[src/rtl/hub75_pkg.sv]
// rtl/hub75_pkg.sv - shared panel geometry, width helpers and copy FSM encoding
package hub75_pkg;

    localparam int DEF_N_BANKS  = 2;
    localparam int DEF_N_ROWS   = 32;
    localparam int DEF_N_COLS   = 64;
    localparam int DEF_N_CHANS  = 3;
    localparam int DEF_N_PLANES = 8;

    localparam int DEF_LOG_N_BANKS = $clog2(DEF_N_BANKS);
    localparam int DEF_LOG_N_ROWS  = $clog2(DEF_N_ROWS);
    localparam int DEF_LOG_N_COLS  = $clog2(DEF_N_COLS);

    // Pixel width: every colour channel carries all of its bit planes.
    function automatic int pw_width(input int n_chans, input int n_planes);
        return n_chans * n_planes;
    endfunction

    // Frame memory address: {back_sel, bank, row, col}.
    function automatic int fa_width(input int log_banks, input int log_rows, input int log_cols);
        return 1 + log_banks + log_rows + log_cols;
    endfunction

    localparam int DEF_PW = pw_width(DEF_N_CHANS, DEF_N_PLANES);
    localparam int DEF_FA = fa_width(DEF_LOG_N_BANKS, DEF_LOG_N_ROWS, DEF_LOG_N_COLS);

    typedef enum logic [1:0] {
        FBW_IDLE  = 2'd0,
        FBW_COPY  = 2'd1,
        FBW_DRAIN = 2'd2
    } fbw_state_t;

endpackage

[src/rtl/hub75_fbw_sink_if.sv]
// rtl/hub75_fbw_sink_if.sv - frame-buffer write interface between pattern generator and sink
interface hub75_fbw_sink_if
    import hub75_pkg::*;
#(
    parameter int LOG_N_BANKS = DEF_LOG_N_BANKS,
    parameter int LOG_N_ROWS  = DEF_LOG_N_ROWS,
    parameter int LOG_N_COLS  = DEF_LOG_N_COLS,
    parameter int PW          = DEF_PW
);

    logic [LOG_N_BANKS-1:0] fbw_bank_addr;
    logic [LOG_N_ROWS-1:0]  fbw_row_addr;
    logic                   fbw_row_store;
    logic                   fbw_row_rdy;
    logic                   fbw_row_swap;
    logic [PW-1:0]          fbw_data;
    logic [LOG_N_COLS-1:0]  fbw_col_addr;
    logic                   fbw_wren;
    logic                   frame_swap;
    logic                   frame_rdy;

    modport master (
        output fbw_bank_addr, fbw_row_addr, fbw_row_store, fbw_row_swap,
        output fbw_data, fbw_col_addr, fbw_wren, frame_swap,
        input  fbw_row_rdy, frame_rdy
    );

    modport slave (
        input  fbw_bank_addr, fbw_row_addr, fbw_row_store, fbw_row_swap,
        input  fbw_data, fbw_col_addr, fbw_wren, frame_swap,
        output fbw_row_rdy, frame_rdy
    );

endinterface

[src/rtl/hub75_fbw_linebuf.sv]
// rtl/hub75_fbw_linebuf.sv - two-half line buffer, synchronous registered read
module hub75_fbw_linebuf
    import hub75_pkg::*;
#(
    parameter int N_COLS = DEF_N_COLS,
    parameter int PW     = DEF_PW,
    localparam int LOG_N_COLS = $clog2(N_COLS)
)(
    input  logic                  clk,
    input  logic                  wr_en,
    input  logic                  wr_sel,
    input  logic [LOG_N_COLS-1:0] wr_addr,
    input  logic [PW-1:0]         wr_data,
    input  logic                  rd_en,
    input  logic                  rd_sel,
    input  logic [LOG_N_COLS-1:0] rd_addr,
    output logic [PW-1:0]         rd_data
);

    // No reset on storage or read register so the array maps onto block RAM.
    logic [PW-1:0] mem [2*N_COLS];

    // Write port: the half select is the MSB of the RAM address.
    always_ff @(posedge clk) begin
        if (wr_en) begin
            mem[{wr_sel, wr_addr}] <= wr_data;
        end
    end

    // Read port: holding rd_en low keeps the last word on rd_data.
    always_ff @(posedge clk) begin
        if (rd_en) begin
            rd_data <= mem[{rd_sel, rd_addr}];
        end
    end

endmodule

[src/rtl/hub75_fbw_sink.sv]
// rtl/hub75_fbw_sink.sv - line-buffered row copier and frame swapper; HUB75_FBW_OVERRUN_EN adds overrun status
module hub75_fbw_sink
    import hub75_pkg::*;
#(
    parameter int N_BANKS  = DEF_N_BANKS,
    parameter int N_ROWS   = DEF_N_ROWS,
    parameter int N_COLS   = DEF_N_COLS,
    parameter int N_CHANS  = DEF_N_CHANS,
    parameter int N_PLANES = DEF_N_PLANES,
    localparam int LOG_N_BANKS = $clog2(N_BANKS),
    localparam int LOG_N_ROWS  = $clog2(N_ROWS),
    localparam int LOG_N_COLS  = $clog2(N_COLS),
    localparam int PW          = pw_width(N_CHANS, N_PLANES),
    localparam int FA          = fa_width(LOG_N_BANKS, LOG_N_ROWS, LOG_N_COLS)
)(
    input  logic              clk,
    input  logic              rst_n,
    hub75_fbw_sink_if.slave   fbw,
    input  logic              disp_frame_end,
    output logic              fb_front_sel,
    output logic [FA-1:0]     fbm_addr,
    output logic [PW-1:0]     fbm_data,
    output logic              fbm_we,
    input  logic              fbm_stall
`ifdef HUB75_FBW_OVERRUN_EN
    ,
    output logic              ovr_flag,
    output logic [7:0]        ovr_cnt
`endif
);

    fbw_state_t state_q, state_d;

    logic                   wr_sel_q;
    logic                   rd_sel_q;
    logic [LOG_N_BANKS-1:0] bank_q;
    logic [LOG_N_ROWS-1:0]  row_q;
    logic [LOG_N_COLS-1:0]  col_q;
    logic [LOG_N_COLS-1:0]  col_b_q;
    logic                   valid_b_q;
    logic                   front_q;
    logic                   swap_pend_q;
    logic                   frame_rdy_q;
    logic                   fe_held_q;
    logic [PW-1:0]          lb_rd_data;

    logic adv;
    logic rd_en;
    logic store_ok;
    logic last_col;
    logic drain_done;
    logic do_swap;

    // A stalled write freezes the whole read pipeline, so nothing needs a skid buffer.
    assign adv        = ~(fbm_we & fbm_stall);
    assign store_ok   = (state_q == FBW_IDLE) & fbw.fbw_row_store;
    assign last_col   = (col_q == LOG_N_COLS'(N_COLS - 1));
    assign rd_en      = (state_q == FBW_COPY) & adv;
    assign drain_done = fbm_we & ~fbm_stall & ~valid_b_q;
    assign do_swap    = swap_pend_q & (disp_frame_end | fe_held_q) & (state_q == FBW_IDLE);

    assign fbw.fbw_row_rdy = (state_q == FBW_IDLE);
    assign fbw.frame_rdy   = frame_rdy_q;
    assign fb_front_sel    = front_q;

    hub75_fbw_linebuf #(
        .N_COLS (N_COLS),
        .PW     (PW)
    ) u_linebuf (
        .clk     (clk),
        .wr_en   (fbw.fbw_wren),
        .wr_sel  (wr_sel_q),
        .wr_addr (fbw.fbw_col_addr),
        .wr_data (fbw.fbw_data),
        .rd_en   (rd_en),
        .rd_sel  (rd_sel_q),
        .rd_addr (col_q),
        .rd_data (lb_rd_data)
    );

    // Copy FSM state register.
    always_ff @(posedge clk or negedge rst_n) begin
        if (!rst_n) begin
            state_q <= FBW_IDLE;
        end else begin
            state_q <= state_d;
        end
    end

    // Copy FSM next state: stores are only taken in IDLE.
    always_comb begin
        state_d = state_q;
        case (state_q)
            FBW_IDLE:  if (fbw.fbw_row_store) state_d = FBW_COPY;
            FBW_COPY:  if (adv && last_col)   state_d = FBW_DRAIN;
            FBW_DRAIN: if (drain_done)        state_d = FBW_IDLE;
            default:                          state_d = FBW_IDLE;
        endcase
    end

    // Writer-side half select toggles on every row swap, busy or not.
    always_ff @(posedge clk or negedge rst_n) begin
        if (!rst_n) begin
            wr_sel_q <= 1'b0;
        end else if (fbw.fbw_row_swap) begin
            wr_sel_q <= ~wr_sel_q;
        end
    end

    // Latch row target and read half at store time; step the read column.
    always_ff @(posedge clk or negedge rst_n) begin
        if (!rst_n) begin
            rd_sel_q <= 1'b0;
            bank_q   <= '0;
            row_q    <= '0;
            col_q    <= '0;
        end else if (store_ok) begin
            rd_sel_q <= ~wr_sel_q;
            bank_q   <= fbw.fbw_bank_addr;
            row_q    <= fbw.fbw_row_addr;
            col_q    <= '0;
        end else if (rd_en) begin
            col_q    <= col_q + 1'b1;
        end
    end

    // Track which column the line-buffer read register currently holds.
    always_ff @(posedge clk or negedge rst_n) begin
        if (!rst_n) begin
            valid_b_q <= 1'b0;
            col_b_q   <= '0;
        end else if (adv) begin
            valid_b_q <= (state_q == FBW_COPY);
            col_b_q   <= col_q;
        end
    end

    // Frame memory write register; held unchanged while the memory stalls.
    always_ff @(posedge clk or negedge rst_n) begin
        if (!rst_n) begin
            fbm_we   <= 1'b0;
            fbm_addr <= '0;
            fbm_data <= '0;
        end else if (adv) begin
            fbm_we <= valid_b_q;
            if (valid_b_q) begin
                fbm_addr <= {~front_q, bank_q, row_q, col_b_q};
                fbm_data <= lb_rd_data;
            end
        end
    end

    // Front/back swap: request is registered, then taken on a frame end in IDLE.
    always_ff @(posedge clk or negedge rst_n) begin
        if (!rst_n) begin
            front_q     <= 1'b0;
            swap_pend_q <= 1'b0;
            frame_rdy_q <= 1'b1;
        end else if (do_swap) begin
            front_q     <= ~front_q;
            swap_pend_q <= 1'b0;
            frame_rdy_q <= 1'b1;
        end else if (fbw.frame_swap && !swap_pend_q) begin
            swap_pend_q <= 1'b1;
            frame_rdy_q <= 1'b0;
        end
    end

    // Remember a frame end that lands mid-copy so the swap happens once IDLE is reached.
    always_ff @(posedge clk or negedge rst_n) begin
        if (!rst_n) begin
            fe_held_q <= 1'b0;
        end else if (state_q == FBW_IDLE) begin
            fe_held_q <= 1'b0;
        end else if (disp_frame_end && swap_pend_q) begin
            fe_held_q <= 1'b1;
        end
    end

`ifdef HUB75_FBW_OVERRUN_EN
    logic ovr_event;

    assign ovr_event = (fbw.fbw_row_store & (state_q != FBW_IDLE)) |
                       (fbw.frame_swap & swap_pend_q);

    // Sticky overrun flag and saturating overrun counter.
    always_ff @(posedge clk or negedge rst_n) begin
        if (!rst_n) begin
            ovr_flag <= 1'b0;
            ovr_cnt  <= 8'd0;
        end else if (ovr_event) begin
            ovr_flag <= 1'b1;
            if (ovr_cnt != 8'hFF) begin
                ovr_cnt <= ovr_cnt + 8'd1;
            end
        end
    end
`endif

endmodule

[src/flat_wrapper.sv]
// flat-port wrapper written by rule: the top's interface ports become plain ports
module hub75_fbw_sink_flat import hub75_pkg::*;
#(
    parameter int N_BANKS  = DEF_N_BANKS,
    parameter int N_ROWS   = DEF_N_ROWS,
    parameter int N_COLS   = DEF_N_COLS,
    parameter int N_CHANS  = DEF_N_CHANS,
    parameter int N_PLANES = DEF_N_PLANES,
    localparam int LOG_N_BANKS = $clog2(N_BANKS),
    localparam int LOG_N_ROWS  = $clog2(N_ROWS),
    localparam int LOG_N_COLS  = $clog2(N_COLS),
    localparam int PW          = pw_width(N_CHANS, N_PLANES),
    localparam int FA          = fa_width(LOG_N_BANKS, LOG_N_ROWS, LOG_N_COLS)
)
  (clk, rst_n, disp_frame_end, fb_front_sel, fbm_addr, fbm_data, fbm_we, fbm_stall, fbw_fbw_bank_addr, fbw_fbw_row_addr, fbw_fbw_row_store, fbw_fbw_row_swap, fbw_fbw_data, fbw_fbw_col_addr, fbw_fbw_wren, fbw_frame_swap, fbw_fbw_row_rdy, fbw_frame_rdy);
  hub75_fbw_sink_if fbw_i ();
  input  logic clk;
  input  logic rst_n;
  input  logic disp_frame_end;
  output logic fb_front_sel;
  output logic [FA-1:0] fbm_addr;
  output logic [PW-1:0] fbm_data;
  output logic fbm_we;
  input  logic fbm_stall;
  input wire logic [$bits(fbw_i.fbw_bank_addr)-1:0] fbw_fbw_bank_addr;
  input wire logic [$bits(fbw_i.fbw_row_addr)-1:0] fbw_fbw_row_addr;
  input wire logic [$bits(fbw_i.fbw_row_store)-1:0] fbw_fbw_row_store;
  input wire logic [$bits(fbw_i.fbw_row_swap)-1:0] fbw_fbw_row_swap;
  input wire logic [$bits(fbw_i.fbw_data)-1:0] fbw_fbw_data;
  input wire logic [$bits(fbw_i.fbw_col_addr)-1:0] fbw_fbw_col_addr;
  input wire logic [$bits(fbw_i.fbw_wren)-1:0] fbw_fbw_wren;
  input wire logic [$bits(fbw_i.frame_swap)-1:0] fbw_frame_swap;
  output wire logic [$bits(fbw_i.fbw_row_rdy)-1:0] fbw_fbw_row_rdy;
  output wire logic [$bits(fbw_i.frame_rdy)-1:0] fbw_frame_rdy;
  assign fbw_i.fbw_bank_addr = fbw_fbw_bank_addr;
  assign fbw_i.fbw_row_addr = fbw_fbw_row_addr;
  assign fbw_i.fbw_row_store = fbw_fbw_row_store;
  assign fbw_i.fbw_row_swap = fbw_fbw_row_swap;
  assign fbw_i.fbw_data = fbw_fbw_data;
  assign fbw_i.fbw_col_addr = fbw_fbw_col_addr;
  assign fbw_i.fbw_wren = fbw_fbw_wren;
  assign fbw_i.frame_swap = fbw_frame_swap;
  assign fbw_fbw_row_rdy = fbw_i.fbw_row_rdy;
  assign fbw_frame_rdy = fbw_i.frame_rdy;
  hub75_fbw_sink #(.N_BANKS(N_BANKS), .N_ROWS(N_ROWS), .N_COLS(N_COLS), .N_CHANS(N_CHANS), .N_PLANES(N_PLANES)) u_core (.clk(clk), .rst_n(rst_n), .fbw(fbw_i), .disp_frame_end(disp_frame_end), .fb_front_sel(fb_front_sel), .fbm_addr(fbm_addr), .fbm_data(fbm_data), .fbm_we(fbm_we), .fbm_stall(fbm_stall));
endmodule
[config.mk]
export PLATFORM = sky130hd
export DESIGN_NAME = hub75_fbw_sink_flat
export DESIGN_NICKNAME = d
export VERILOG_FILES = /design/src/rtl/hub75_pkg.sv /design/src/rtl/hub75_fbw_sink_if.sv /design/src/rtl/hub75_fbw_linebuf.sv /design/src/rtl/hub75_fbw_sink.sv /design/src/flat_wrapper.sv
export SDC_FILE = /design/constraint.sdc
export NUM_CORES = 2
export LEC_CHECK = 0
export ABC_AREA = 0
export BUFFER_PORTS_ARGS = -buffer_cell sky130_fd_sc_hd__buf_2
export CAP_MARGIN = 20
export CORE_MARGIN = 3
export CORE_UTILIZATION = 42
export CTS_CLUSTER_SIZE = 30
export DETAILED_ROUTE_END_ITERATION = 10
export GPL_ROUTABILITY_DRIVEN = 0
export SLEW_MARGIN = 10
export SYNTH_ARGS = -nofsm -noshare
export SYNTH_HDL_FRONTEND = slang
export SYNTH_SLANG_ARGS = --single-unit
[constraint.sdc]
create_clock -name clk -period 2.9 [get_ports clk]
set_input_delay 0.145 -clock clk [delete_from_list [all_inputs] [get_ports clk]]
set_output_delay 0.145 -clock clk [all_outputs]
set_load 0.03 [all_outputs]
After elaboration in Yosys (flattened, before gate mapping)
Memories as Yosys holds them, arrays and structs flattened. A register that Yosys moved wholly into a read port is not among the register bits.
Cells that the tools add are included.
{"block": "totals", "n_memories": 1, "ramBits": 3072, "in_bits": 44, "wordCells": 60, "reg_bits": 65}
{"memory": "u_core.u_linebuf.mem", "depth": 128, "word_bits": 24, "read_ports": 1, "rd_clocked_by_memory_dff": 1, "write_ports": 1, "line": "hub75_fbw_linebuf.sv:21", "source": "logic [PW-1:0] mem [2*N_COLS];"}
{"block": "classes", "add_sub_neg": 1, "eq_ne": 6, "n_reduce_logical": 10, "bitwise_logic": 13, "mux": 14}
{"op": "$mux 6", "count": 2}
{"op": "$mux 1", "count": 8}
{"op": "$and 1x1->1", "count": 7}
{"op": "$add 6x1->6 const B", "count": 1}
{"op": "$eq 6x6->1 const B", "count": 1}
{"op": "$mux 2", "count": 3}
{"op": "$pmux 2 s3", "count": 1}
{"op": "$reduce_bool 2->1", "count": 3}
{"op": "$not 1->1", "count": 5}
{"op": "$ne 2x1->1 const B", "count": 2}
{"op": "$logic_and 1x1->1", "count": 3}
{"op": "$reduce_and 3->1", "count": 1}
{"op": "$eq 2x1->1 const B", "count": 1}
{"op": "$eq 2x2->1 const B", "count": 1}
{"op": "$logic_not 2->1", "count": 1}
{"op": "$ne 2x2->1 const B", "count": 1}
{"op": "$reduce_and 2->1", "count": 1}
{"op": "$logic_not 1->1", "count": 1}
{"op": "$or 1x1->1", "count": 1}

Logic depth before layout (Yosys ltp)
{"block": "logic_depth", "word_depth": 5, "depth_mapped": 12, "depth_no_buf": 6}

Modules after synthesis
Synthesis repeated with hierarchy kept, for this count alone.
{"block": "hier_totals", "cells_unflattened": 4726, "hier_area_um2": 120199.0}
{"module": "hub75_fbw_linebuf", "n_inst": 1, "cells_per_inst": 4538, "seq_area_each_um2": 92969.2, "area_each_um2": 117621.6}
{"module": "hub75_fbw_sink", "n_inst": 1, "cells_per_inst": 188, "seq_area_each_um2": 1627.8, "area_each_um2": 2577.5}

Worst setup path before layout
Ideal clock, no wire load.
{"block": "synth_timing", "kind": "reg2reg", "startpoint": "reg u_core.wr_sel_q", "endpoint": "mem u_core.u_linebuf.mem[76][0] (netlist bit), enable pin", "t_arrival_ns": 2.797, "slack_ns": -0.332, "setup_time_ns": 0.435, "path_stages_with_launch": 5, "required_ns": 2.465, "n_path_buf": 1, "cell_sequence": "dfrtp_1 clkbuf_1 nor2b_1 nand3_1 nor3_1"}
{"item": "from (decl)", "line": "hub75_fbw_sink.sv:34", "source": "logic wr_sel_q;"}
{"item": "from (signal assigned)", "line": "hub75_fbw_sink.sv:106", "source": "wr_sel_q <= ~wr_sel_q;"}
{"item": "to (decl)", "line": "hub75_fbw_linebuf.sv:21"}
No word-level cell before the write port.

==> results.toml <==
[outcome]
status = "complete, but fails checks"
violations = "negative setup slack"

[power]
power.density_mw_per_mm2 = 984
vdd_drop_max_mv = 0.542
leakage_nw = 48.3

[synth]
synth_area_mm2 = 0.121
synth_cell_types = 72
synth.net_count = 5636
synth_area_per_cell_um2 = 21.7
synth-edff-count = 3096
netlist_instances = 5591
seq_area_frac_synth_pct = 77.9
yosys_warnings = 0
synthArstFlopShare_pct = 2.06
synth_ff_type = "edfxtp_1"
ys_ff_latch = 3161

[sta]
skew_ps = 64.1
rsz0062_at_grt = "yes"
fin_hold_ws_ps = 4.88
period_share_pct = 108
max_freq_mhz = 318
worstMarginPinSlew_ps = 1180
finalHoldViolCount = 0
slew_viol_final = 0
setup_viol = 23
period_needed_ps = 3140
relSlewSlack_pct = 21.3
finalWorstSetupSlack_ps = -241

[hold_path]
hp-start = "fbw_fbw_data[22]"
hold_depth = 1
hold-path-endpoint = "u_core.u_linebuf.mem[22][22]"
hp-class = "input pin to register"

[placement]
portBuffers = 84
pre_cts_slack_ps = -890
hpwlAfterDp_um = 223000

[layout]
utilization_pct = 51.4
syn_to_final_growth_pct = 21.2
final_nets = 6689
layout_commonest_cell = "edfxtp_1"
drive_gt1_share_pct = 35.0
final_cell_mix = "edfxtp_1 (3,096), mux4_2 (645), buf_4 (643)"

[route]
drc = 0
vias = 64200
drt-initial-drc-count = 9099
wl_met1_um = 144000
met2WireLength_um = 171000
wl_met3_um = 33500
route.antenna.remaining_nets = 0
top_layer_used = "met5"
dr.pass1.iters = 6
wl_per_cell_um = 34.0
vias_per_cell = 6.01
wl_um = 363000

[job]
drv_cap = 0

[setup_path]
cp.arrival_ps = 3790
r2r-end = "u_core.u_linebuf.rd_data[20]"
r2r_start = "u_core.col_q[0]"
path_class = "register to register"
end_kind = "register"
critPathLaunch = "u_core.col_q[0]"
reg2reg_setup_slack_ps = -240
crit_fanout = 6
setup.worst_path.start_class = "register"
crit_required_ps = 3550
r2r_cells = 9

[floorplanning]
io_pins = 85
rows = 196
die_area_mm2 = 0.296
die_w_um = 544
core_mm2 = 0.286
die_h_um = 544
initial_utilization_pct = 42.4

[clock_tree]
path_clk_slew_ps = 60
cts_sinks = 3161
numCtsBuffers = 330
htreeDepth = 5
clk_path_buf_depth = 4
cts_tree = "done"
clock_latency_ps = 910
root_buffer = "clkbuf_16"

[grt]
grt_antenna_before_repair = 29
grt_overflow = 0
grt_use_total_pct = 24.2
grt_pass1_vias = 63300
grt_pass1_wl_um = 503000
grt_max_degree = 112
==> per-stage QoR <==
stage	cells	setup TNS, ps	area (um2)	total power, W
finish	10700	-2580	147000	0.145
detailed placement	9905	-9270	133000	0.0988
floorplan	5591	-23900	122000	0.0762
CTS	10600	-2530	146000	0.143
global placement	9905	-9930	133000	0.0987
global route	10700	-3720	147000	0.149
==> worst max-delay path, cell delays in order (launching register included) <==
cell and delay, ps:
dfrtp_4 420, buf_12 150, buf_12 160, buf_12 150, buf_12 120, mux4_2 490
a211o_1 300, o211ai_1 590, o21ai_2 180, a211o_1 260
==> layout make-up <==
class | count | area (um2)
flip-flops and latches | 3161 | 94600
fillers | 22300 | 139000
multi-input cells | 2109 | 26500
diodes | 13 | 32.5
well taps | 3762 | 4710
clock inverters | 163 | 1460
repair buffers | 1038 | 11100
clock buffers | 421 | 8810
inverters | 4 | 16.3
==> synthesized netlist by cell type (4+ instances only) <==
| cell type | number | area, um2 |
|---|---|---|
| edfxtp_1 | 3096 | 93000 |
| mux4_2 | 645 | 14500 |
| mux2i_1 | 407 | 4070 |
| nor2_1 | 189 | 709 |
| nand2_1 | 181 | 679 |
| clkbuf_1 | 105 | 394 |
| o22ai_1 | 85 | 532 |
| a22oi_1 | 78 | 586 |
| buf_2 | 78 | 390 |
| a21oi_1 | 73 | 365 |
| buf_6 | 64 | 721 |
| dfrtp_1 | 64 | 1600 |
| o21ai_0 | 51 | 255 |
| buf_4 | 49 | 368 |
| nor3_1 | 32 | 160 |
| a221oi_1 | 31 | 272 |
| a2111oi_0 | 30 | 263 |
| a211oi_1 | 30 | 225 |
| nand3_1 | 29 | 145 |
| o221ai_1 | 29 | 254 |
| a22o_1 | 25 | 219 |
| nor2b_1 | 24 | 150 |
| mux2_2 | 23 | 259 |
| buf_1 | 15 | 56.3 |
| a31oi_1 | 12 | 75.1 |
| o21ai_1 | 11 | 55.1 |
| nand4_1 | 10 | 62.6 |
| a211o_1 | 9 | 78.8 |
| o211ai_1 | 9 | 67.6 |
| and2_1 | 8 | 50.1 |
| nand2b_1 | 8 | 50.1 |
| a2111oi_2 | 5 | 75.1 |
| a21boi_0 | 5 | 37.5 |
| a32oi_1 | 5 | 43.8 |
| buf_8 | 5 | 75.1 |
| o311a_1 | 5 | 50.1 |
| and3_1 | 4 | 25.0 |
| inv_1 | 4 | 15.0 |
| or2_2 | 4 | 25.0 |
==> worst max path at each step <==
stage                              endpoint  slack [ps]
2_1_floorplan   u_core.u_linebuf.mem[81][0]        -330
3_3_place_gp    u_core.u_linebuf.rd_data[8]        -930
5_1_grt        u_core.u_linebuf.rd_data[20]        -260
6_report       u_core.u_linebuf.rd_data[20]        -240
3_5_place_dp    u_core.u_linebuf.rd_data[8]        -890
4_1_cts        u_core.u_linebuf.rd_data[20]        -210
==> registers in the layout, indices dropped and copies added (netlist names), 2 cells and up <==
signal and flops:
u_core.fbm_addr 13, u_core.col_b_q 6, u_core.fbm_data 24, u_core.u_linebuf.mem 3072, u_core.u_linebuf.rd_data 24, u_core.row_q 5
u_core.state_q 2, u_core.col_q 6
==> logic make-up after synthesis <==
kind of cell               after synthesis  share of synthesized area [%]
AOI/OAI and AO/OA                      527                           3.10
xor gates and xnor gates                 6                         0.0433
adders and majority gates                1                         0.0103
buffers and inverters                  321                           1.68
DFF                                   3161                           77.9
muxes                                 1075                           15.5
and+or+nand+nor                        500                           1.76
==> routing by layer <==
layer / up-vias / global-route usage, %
li1: 25700 / -
met1: 34500 / 34.0
met2: 3412 / 37.9
met3: 611 / 4.48
met4: 6 / 9.00
met5: - / 0
==> power breakdown <==
part / internal [W] / total, W / switching [W]
logic: 0.0238 / 0.0522 / 0.0284
clock network: 0.0231 / 0.0406 / 0.0175
registers: 0.0511 / 0.0521 / 0.000968
total: 0.0981 / 0.145 / 0.0469
==> what timing repair did <==
item | 4_1_cts | 5_1_grt
setup endpoints to repair | 24 | 24
pin swaps | 36 | 48
endpoints found under the hold margin | 1374 | 0
resized for setup | 242 | 125
hold buffers | 62 | 0
setup buffers | 64 | 30
gates cloned | 13 | 4
(Power assumes the default switching activity.)
